`config.mk`:
```
export PLATFORM = sky130hd
export DESIGN_NAME = usart_rx_core
export DESIGN_NICKNAME = d
export VERILOG_FILES = /design/src/rtl/usart_pkg.sv /design/src/rtl/usart_sync_fifo.sv /design/src/rtl/usart_rx_core.sv
export SDC_FILE = /design/constraint.sdc
export NUM_CORES = 1
export LEC_CHECK = 0
export ABC_CLOCK_PERIOD_IN_PS = 5800
export CORE_MARGIN = 2
export CORE_UTILIZATION = 30
export CTS_CLUSTER_SIZE = 40
export DETAILED_ROUTE_END_ITERATION = 10
export PLACE_DENSITY = 0.47
export SLEW_MARGIN = 20
export SYNTH_ARGS = -nofsm -noshare
export SYNTH_HDL_FRONTEND = slang
export SYNTH_SLANG_ARGS = --single-unit
export TNS_END_PERCENT = 100
```
`constraint.sdc`:
```
create_clock -name clk -period 5.8 [get_ports clk]
set_clock_uncertainty 0.2 [all_clocks]
set_input_delay 0.58 -clock clk [delete_from_list [all_inputs] [get_ports clk]]
set_output_delay 0.58 -clock clk [all_outputs]
set_load 0.02 [all_outputs]
```
`src/rtl/usart_pkg.sv`:
```
// Shared usart definitions: rx FSM encoding, default link parameters, width helper.
package usart_pkg;

    localparam int unsigned USART_CLKS_PER_BIT = 8;
    localparam int unsigned USART_DATA_BITS    = 8;
    localparam int unsigned USART_FIFO_DEPTH   = 4;

    typedef enum logic [2:0] {
        RX_IDLE      = 3'd0,
        RX_START     = 3'd1,
        RX_DATA      = 3'd2,
        RX_STOP      = 3'd3,
        RX_WAIT_IDLE = 3'd4
    } rx_state_e;

    // Smallest n such that 2**n >= value.
    function automatic int unsigned clog2(input int unsigned value);
        int unsigned result;
        result = 0;
        for (int unsigned i = 0; i < 32; i++) begin
            if ((64'd1 << i) < 64'(value)) begin
                result = i + 1;
            end
        end
        return result;
    endfunction

endpackage

```
`src/rtl/usart_sync_fifo.sv`:
```
// Synchronous FIFO with registered read data; a pop on a full FIFO frees the slot
// for a push in the same cycle, a pop on an empty FIFO is ignored.
module usart_sync_fifo
    import usart_pkg::*;
#(
    parameter int unsigned WIDTH = 8,
    parameter int unsigned DEPTH = 4
) (
    input  logic             clk,
    input  logic             rst,
    input  logic             push,
    input  logic [WIDTH-1:0] push_data,
    input  logic             pop,
    output logic [WIDTH-1:0] pop_data,
    output logic             empty,
    output logic             full
);

    localparam int unsigned PTR_W = (DEPTH > 1) ? clog2(DEPTH) : 1;
    localparam int unsigned CNT_W = PTR_W + 1;
    localparam logic [CNT_W-1:0] DEPTH_CNT = CNT_W'(DEPTH);

    logic [WIDTH-1:0] mem_q [DEPTH];
    logic [WIDTH-1:0] mem_d [DEPTH];
    logic [PTR_W-1:0] wr_ptr_q, wr_ptr_d;
    logic [PTR_W-1:0] rd_ptr_q, rd_ptr_d;
    logic [CNT_W-1:0] count_q, count_d;
    logic [WIDTH-1:0] rdata_q, rdata_d;
    logic             empty_q, empty_d;
    logic             full_q, full_d;
    logic             push_ok_c;
    logic             pop_ok_c;

    // Accept/ignore decisions, storage update and next pointer/count values.
    always_comb begin
        pop_ok_c  = pop && (count_q != '0);
        push_ok_c = push && ((count_q != DEPTH_CNT) || pop_ok_c);
        mem_d     = mem_q;
        wr_ptr_d  = wr_ptr_q;
        rd_ptr_d  = rd_ptr_q;
        rdata_d   = rdata_q;
        count_d   = count_q;
        if (push_ok_c) begin
            mem_d[wr_ptr_q] = push_data;
            wr_ptr_d        = wr_ptr_q + PTR_W'(1);
        end
        if (pop_ok_c) begin
            rdata_d  = mem_q[rd_ptr_q];
            rd_ptr_d = rd_ptr_q + PTR_W'(1);
        end
        case ({push_ok_c, pop_ok_c})
            2'b10:   count_d = count_q + CNT_W'(1);
            2'b01:   count_d = count_q - CNT_W'(1);
            default: count_d = count_q;
        endcase
        empty_d = (count_d == '0);
        full_d  = (count_d == DEPTH_CNT);
    end

    // Pointer, count, status and read-data registers.
    always_ff @(posedge clk) begin
        if (!rst) begin
            wr_ptr_q <= '0;
            rd_ptr_q <= '0;
            count_q  <= '0;
            rdata_q  <= '0;
            empty_q  <= 1'b1;
            full_q   <= 1'b0;
        end else begin
            wr_ptr_q <= wr_ptr_d;
            rd_ptr_q <= rd_ptr_d;
            count_q  <= count_d;
            rdata_q  <= rdata_d;
            empty_q  <= empty_d;
            full_q   <= full_d;
        end
    end

    // Storage array; contents are don't-care until written.
    always_ff @(posedge clk) begin
        mem_q <= mem_d;
    end

    assign pop_data = rdata_q;
    assign empty    = empty_q;
    assign full     = full_q;

endmodule

```
`src/rtl/usart_rx_core.sv`:
```
// 8N1 LSB-first serial receiver: resynchronises the line, validates the start bit
// mid-bit, samples data mid-bit, checks the stop bit and buffers bytes in a FIFO.
module usart_rx_core
    import usart_pkg::*;
#(
    parameter int unsigned CLKS_PER_BIT = USART_CLKS_PER_BIT,
    parameter int unsigned DATA_BITS    = USART_DATA_BITS,
    parameter int unsigned FIFO_DEPTH   = USART_FIFO_DEPTH
) (
    input  logic                 clk,
    input  logic                 rst,
    input  logic                 rx_serial_in,
    input  logic                 rx_read_en,
    input  logic                 rx_clear_err,
    output logic [DATA_BITS-1:0] rx_data_out,
    output logic                 rx_empty,
    output logic                 rx_full,
    output logic                 rx_overrun,
    output logic                 rx_frame_err
);

    localparam int unsigned CNT_W = clog2(CLKS_PER_BIT);
    localparam int unsigned BIT_W = (DATA_BITS > 1) ? clog2(DATA_BITS) : 1;
    localparam logic [CNT_W-1:0] HALF_LOAD = CNT_W'(CLKS_PER_BIT / 2 - 1);
    localparam logic [CNT_W-1:0] FULL_LOAD = CNT_W'(CLKS_PER_BIT - 1);
    localparam logic [BIT_W-1:0] LAST_BIT  = BIT_W'(DATA_BITS - 1);

    rx_state_e            state_q, state_d;
    logic                 sync1_q, sync1_d;
    logic                 sync2_q, sync2_d;
    logic [CNT_W-1:0]     cnt_q, cnt_d;
    logic [BIT_W-1:0]     bit_q, bit_d;
    logic [DATA_BITS-1:0] shift_q, shift_d;
    logic                 overrun_q, overrun_d;
    logic                 frame_err_q, frame_err_d;
    logic                 rxs_c;
    logic                 cnt_zero_c;
    logic                 push_c;
    logic                 overrun_set_c;
    logic                 frame_set_c;
    logic                 fifo_empty;
    logic                 fifo_full;

    assign rxs_c      = sync2_q;
    assign cnt_zero_c = (cnt_q == '0);

    // FSM state register.
    always_ff @(posedge clk) begin
        if (!rst) begin
            state_q <= RX_IDLE;
        end else begin
            state_q <= state_d;
        end
    end

    // Next-state logic; every decision uses the resynchronised line.
    always_comb begin
        state_d = state_q;
        case (state_q)
            RX_IDLE:      if (!rxs_c) state_d = RX_START;
            RX_START:     if (cnt_zero_c) state_d = rxs_c ? RX_IDLE : RX_DATA;
            RX_DATA:      if (cnt_zero_c && (bit_q == LAST_BIT)) state_d = RX_STOP;
            RX_STOP:      if (cnt_zero_c) state_d = rxs_c ? RX_IDLE : RX_WAIT_IDLE;
            RX_WAIT_IDLE: if (rxs_c) state_d = RX_IDLE;
            default:      state_d = RX_IDLE;
        endcase
    end

    // Counters, shift register, push/error strobes and sticky flags.
    always_comb begin
        sync1_d       = rx_serial_in;
        sync2_d       = sync1_q;
        cnt_d         = cnt_q;
        bit_d         = bit_q;
        shift_d       = shift_q;
        push_c        = 1'b0;
        overrun_set_c = 1'b0;
        frame_set_c   = 1'b0;
        case (state_q)
            RX_IDLE: begin
                if (!rxs_c) cnt_d = HALF_LOAD;
            end
            RX_START: begin
                if (cnt_zero_c) begin
                    cnt_d = FULL_LOAD;
                    bit_d = '0;
                end else begin
                    cnt_d = cnt_q - CNT_W'(1);
                end
            end
            RX_DATA: begin
                if (cnt_zero_c) begin
                    shift_d[bit_q] = rxs_c;
                    cnt_d          = FULL_LOAD;
                    bit_d          = (bit_q == LAST_BIT) ? '0 : bit_q + BIT_W'(1);
                end else begin
                    cnt_d = cnt_q - CNT_W'(1);
                end
            end
            RX_STOP: begin
                if (cnt_zero_c) begin
                    if (rxs_c) begin
                        // A pop in the same cycle frees a slot in a full FIFO.
                        if (!fifo_full || rx_read_en) push_c = 1'b1;
                        else overrun_set_c = 1'b1;
                    end else begin
                        frame_set_c = 1'b1;
                    end
                end else begin
                    cnt_d = cnt_q - CNT_W'(1);
                end
            end
            default: begin
            end
        endcase
        // Set beats clear when both happen in one cycle.
        overrun_d   = overrun_set_c ? 1'b1 : (rx_clear_err ? 1'b0 : overrun_q);
        frame_err_d = frame_set_c   ? 1'b1 : (rx_clear_err ? 1'b0 : frame_err_q);
    end

    // Synchroniser, datapath and flag registers.
    always_ff @(posedge clk) begin
        if (!rst) begin
            sync1_q     <= 1'b1;
            sync2_q     <= 1'b1;
            cnt_q       <= '0;
            bit_q       <= '0;
            shift_q     <= '0;
            overrun_q   <= 1'b0;
            frame_err_q <= 1'b0;
        end else begin
            sync1_q     <= sync1_d;
            sync2_q     <= sync2_d;
            cnt_q       <= cnt_d;
            bit_q       <= bit_d;
            shift_q     <= shift_d;
            overrun_q   <= overrun_d;
            frame_err_q <= frame_err_d;
        end
    end

    usart_sync_fifo #(
        .WIDTH (DATA_BITS),
        .DEPTH (FIFO_DEPTH)
    ) u_fifo (
        .clk       (clk),
        .rst       (rst),
        .push      (push_c),
        .push_data (shift_q),
        .pop       (rx_read_en),
        .pop_data  (rx_data_out),
        .empty     (fifo_empty),
        .full      (fifo_full)
    );

    assign rx_empty     = fifo_empty;
    assign rx_full      = fifo_full;
    assign rx_overrun   = overrun_q;
    assign rx_frame_err = frame_err_q;

endmodule

```
# After elaboration in Yosys (flattened, before gate mapping)
# Cells that the tools add are included.
# W data, S select, Z words.
totals:
  ff_bits: 70
  output_inout_bits: 12
  elab_cells: 108
classes:
  n_addsub: 6
  magnitude_cmp: 5
  n_eq_ne: 16
  muxes: 40
  bitwise_logic: 2
  reduce_logical: 21
ops:
  columns: ["operator", "n"]
  rows:
  - ["$mux W3", 12]
  - ["$bwmux W32", 1]
  - ["$mux W8", 3]
  - ["$bmux W8 S2", 1]
  - ["$demux W8 S2", 1]
  - ["$mux W1", 15]
  - ["$pmux W3 S5", 1]
  - ["$ne A2 B2 Y1 const B", 7]
  - ["$pmux W3 S2", 2]
  - ["$eq A3 B3 Y1 const B", 3]
  - ["$logic_not A3 Y1", 3]
  - ["$pmux W3 S3", 1]
  - ["$bwmux W8", 1]
  - ["$add A3 B1 Y3 const B", 2]
  - ["$eq A3 B2 Y1 const B", 2]
  - ["$ge A3 B3 Y1 const B", 2]
  - ["$not A2 Y3", 2]
  - ["$reduce_and A3 Y1", 2]
  - ["$reduce_bool A2 Y1", 3]
  - ["$reduce_bool A3 Y1", 2]
  - ["$sub A3 B1 Y3 const B", 2]
  - ["$logic_and A1 B1 Y1", 5]
  - ["$reduce_and A5 Y1", 1]
  - ["$add A2 B1 Y2 const B", 2]
  - ["other kinds (13)", 14]

# Depth between registers and ports, before layout
depth:
  depth_word: 10
  ltp_mapped: 13
  mapped_depth_nobuf: 13

# Hierarchy
# From an unflattened synthesis, not the netlist that was laid out.
unflattened:
  hier_cells: 259
  area_unflattened_um2: 3095.5
by_module_without_submodules:
  columns: ["mod", "instances", "cells_each", "area_per_inst_um2", "seq_area_each_um2"]
  rows:
  - ["usart_sync_fifo", 1, 144, 2020.7, 1301.2]
  - ["usart_rx_core", 1, 115, 1074.8, 420.4]

# Least setup slack after synthesis
# Ideal clock, no wire load.
synth_timing:
  path_kind: "flip-flop to flip-flop"
  from: "register cnt_q[0]"
  to: "register u_fifo.full_q (netlist: u_fifo.full)"
  setup_ps: 65
  arrival_time_ps: 2544
  required_ps: 5535
  slack_ps: 2991
  path_stages_with_launch: 14
  n_path_buf: 0
  synth_period_minus_slack_ps: 2809
  path_cell_list: "dfxtp_1 > inv_1 > ha_1 > and3_1 > and3_1 > o21a_1 > inv_1 > ha_1 > inv_1 > fa_1 > xor2_1 > or3_1 > a21boi_1 > nor2b_1"
synth_via:
  elab_chain_len: 7
synth_rtl:
  columns: ["item", "line", "source"]
  rows:
  - ["from (decl)", "usart_rx_core.sv:31", "logic [CNT_W-1:0] cnt_q, cnt_d;"]
  - ["from (signal assigned)", "usart_rx_core.sv:134", "cnt_q <= cnt_d;"]
  - ["$logic_not A3 Y1 (*)", "usart_rx_core.sv:45", "assign cnt_zero_c = (cnt_q == '0);"]
  - ["$mux W1 (*)", "usart_rx_core.sv:101", "if (cnt_zero_c) begin"]
  - ["$mux W1 (*)", "usart_rx_core.sv:79", "case (state_q)"]
  - ["$logic_and A1 B1 Y1 (*)", "usart_sync_fifo.sv:37", "push_ok_c = push && ((count_q != DEPTH_CNT) || pop_ok_c);"]
  - ["$eq A2 B1 Y1 / $eq A2 B2 Y1 (equally long branches)", "usart_sync_fifo.sv:51", "case ({push_ok_c, pop_ok_c})"]
  - ["$pmux W3 S2 (*)", "usart_sync_fifo.sv:51", null]
  - ["$eq A3 B3 Y1 (*)", "usart_sync_fifo.sv:57", "full_d = (count_d == DEPTH_CNT);"]
  - ["to (signal assigned)", "usart_sync_fifo.sv:75", "full_q <= full_d;"]
  - ["to (decl)", "usart_sync_fifo.sv:30", "logic full_q, full_d;"]
# Every way passes the cells marked *; elsewhere a longest branch is shown, timed or not.
# A chain may end at the register's enable or synchronous reset.

# Worst setup path after layout
# Ends and elaborated chain as after synthesis.

==> flow_summary.ini <==
[status]
run_status = complete, no violations

[floorplanning]
die_area_sq_um = 10700
boundaryPins = 17
start_util_pct = 30.7
die_x_microns = 104
row_count = 36
coreArea_sq_um = 9680
die_y_microns = 104

[power_and_ir_drop]
power.share.sequential_pct = 50.6
switching_share_pct = 30.1
clock_power_share_pct = 28.7
power_frac_comb_pct = 20.7
p_int_mw = 0.830
total_leakage_power_nw = 1.24
p_per_area_nw_per_um2 = 347
ir_drop_v = 0.000153
power.total_mw = 1.19
p_sw_mw = 0.357

[worst_setup_path]
setup.worst_path.end_class = register
path_cells = inv_1, ha_1, and3_1, and3_1, o21a_1, inv_1, ha_1, inv_1, fa_1, xor2_1, or3_1, a21boi_1, nor2b_1
crit_buf_inv = 3
cp_max_fo = 7
cp_common_cell = inv_1
cp_top_family = simple AND/OR/NAND/NOR gates
slowest_delay_ps = 370
critPathLaunchType = register
cpMaxStageDelayCell = fa_1
arrival_ps = 3130
cp.required_ps = 5880
crit_type = reg -> reg

[yosys]
synth_edf_count = 32
synth_fp_nets = 270
ys_seq_elements = 70
synth-seq-area-share_pct = 57.8
yosysUniqueCellTypes = 43
synthTopCellsByCount = dfxtp_1 (38), nand2_1 (37), edfxtp_1 (32), mux2i_1 (12), nor2_1 (12)
yosysTopAreaCell = edfxtp_1
yosys_most_used_dff = dfxtp_1
synth_top_area_share_pct = 32.3
yosysWarnings = 0
yosysMostFrequentCell = dfxtp_1
avgSynthCellArea_sq_um = 11.7
syn_area_sq_um = 2980
synth_area_leaders = edfxtp_1 (32%), dfxtp_1 (26%), mux4_2 (6.1%)
async_flop_share_pct = 0
synth_cells = 255

[sta]
tightestPinTransition_ps = 639
max_freq_mhz = 328
fin_crit_sh_pct = 52.5
relSlewSlack_pct = 57.4
timing.final.max_slew_violations = 0
post-route-min-period_ps = 3050
hold_viol_final = 0
whs_ps = 216
tns_ps = 0
grt_setup_unrepaired = false
finalSetupViolations = 0

[drt]
dr.pass1.iters = 4
via_per_inst = 4.51
top_layer_used = met4
drt_wl_total_microns = 5340
met2_length_microns = 2370
drc_errors = 0
vias = 1840
ant_nets = 0
wl_per_cell_microns = 13.1
wl_met1_microns = 2690
dr.first_iter.drc_count = 69
wl_met3_microns = 199

[global_routing]
antenna_found_initial = 0
overflow = 0
grt_pass1_wl_microns = 9060
grtUsageTotal_pct = 10.8
grt_max_degree = 44
grt_pass1_vias = 1785

[flow_run]
drv_cap = 0

[clocking]
clkSinkCount = 70
cts-resized-gates = 0
postCtsHoldBufs = 0
cts_buffers = 9
clk_pin_slew_ps = 80
cts_root_buf = clkbuf_8
clkLatencyLatePin_ps = 340
post-cts-setup-buffers = 0
cts.htree.levels = 3
cts_tree = done
cts_max_path_buffers = 2

[layout]
drive_above_1_share_pct = 8.36
fin_area_sq_um = 3420
fill_cells = 988
finalNetCount = 285
regArea_sq_um = 1720
multi_input_area_sq_um = 1150
n_antenna_cell = 0
syn2layout_area_growth_pct = 14.9

[place]
dpl.hpwl_microns = 3590
port_buffers = 16
gp_congestion = 0.694
placed_area_sq_um = 3250

[min_path]
hold_class = reg -> reg
routing by layer:
metal  GRT usage, %  up-vias
li1               -      930
met1           14.5      874
met2           15.8       30
met3           3.65        6
met4           4.34        0
met5              0        -
path summary, 6_finish.rpt:
| check | start | end | slack, ps | cells past startpoint |
|---|---|---|---|---|
| setup / recovery | cnt_q[0]$_SDFFE_PN0P_ | u_fifo.full$_SDFF_PN0_ | 2750 | 13 |
| hold / removal | sync1_q$_SDFF_PN1_ | rxs_c$_SDFF_PN1_ | 220 | 1 |
| setup reg to reg | cnt_q[0]$_SDFFE_PN0P_ | u_fifo.full$_SDFF_PN0_ | 2750 | 13 |
| hold reg to reg | sync1_q$_SDFF_PN1_ | rxs_c$_SDFF_PN1_ | 220 | 1 |
logic make-up after synthesis:
logic type / count (synthesis) / share of synthesized area (%)
buffers and inverters: 24 / 3.45
DFF: 70 / 57.8
adders and majority gates: 10 / 4.45
and+or+nand+nor: 95 / 16.2
muxes: 20 / 10.1
xor gates and xnor gates: 5 / 1.47
AOI/OAI and AO/OA: 31 / 6.56
power by group through the flow:
stage / registers (mW) / logic, mW / clock network [mW]
floorplan: 0.600 / 0.195 / 0
global placement: 0.613 / 0.246 / 0
detailed placement: 0.612 / 0.248 / 0
CTS: 0.602 / 0.249 / 0.352
global route: 0.609 / 0.280 / 0.379
finish: 0.600 / 0.246 / 0.341
sequential cells by signal, summed over array words and instances (netlist names), 2 cells and up:
signal / count
u_fifo.wr_ptr_q: 2
u_fifo.pop_data: 8
u_fifo.count_q: 3
u_fifo.mem_q: 32
cnt_q: 3
state_q: 3
bit_q: 3
u_fifo.rd_ptr_q: 2
shift_q: 8
cell type report:
class / count / area share [%]
multi-input cells: 161 / 33.7
repair buffers: 17 / 4.90
clock buffers: 13 / 4.35
well taps: 133 / 4.86
flip-flops and latches: 70 / 50.3
inverters: 11 / 1.21
clock inverters: 3 / 0.622
stage by stage:
step	setup slack [ps]	util, %	cells
2_1_floorplan	2990	-	255
3_3_place_gp	2550	33.6	392
3_5_place_dp	2470	33.6	392
4_1_cts	2750	35.3	408
5_1_grt	2460	35.3	408
6_report	2750	35.3	408
cell usage in the layout, fill, tap and decap left out, types with 6 or more instances in the layout:
cell	synthesis	final
ha_1	9	9
clkdlybuf4s50_1	0	16
and2_1	9	9
nor2_1	12	12
clkbuf_8	0	10
mux4_2	8	8
dfxtp_1	38	38
edfxtp_1	32	32
a21oi_1	6	6
mux2i_1	12	12
nand2_1	37	37
o21ai_0	10	10
nor3_1	6	6
inv_1	11	11
No activity file was read; power rests on OpenSTA's default activity.
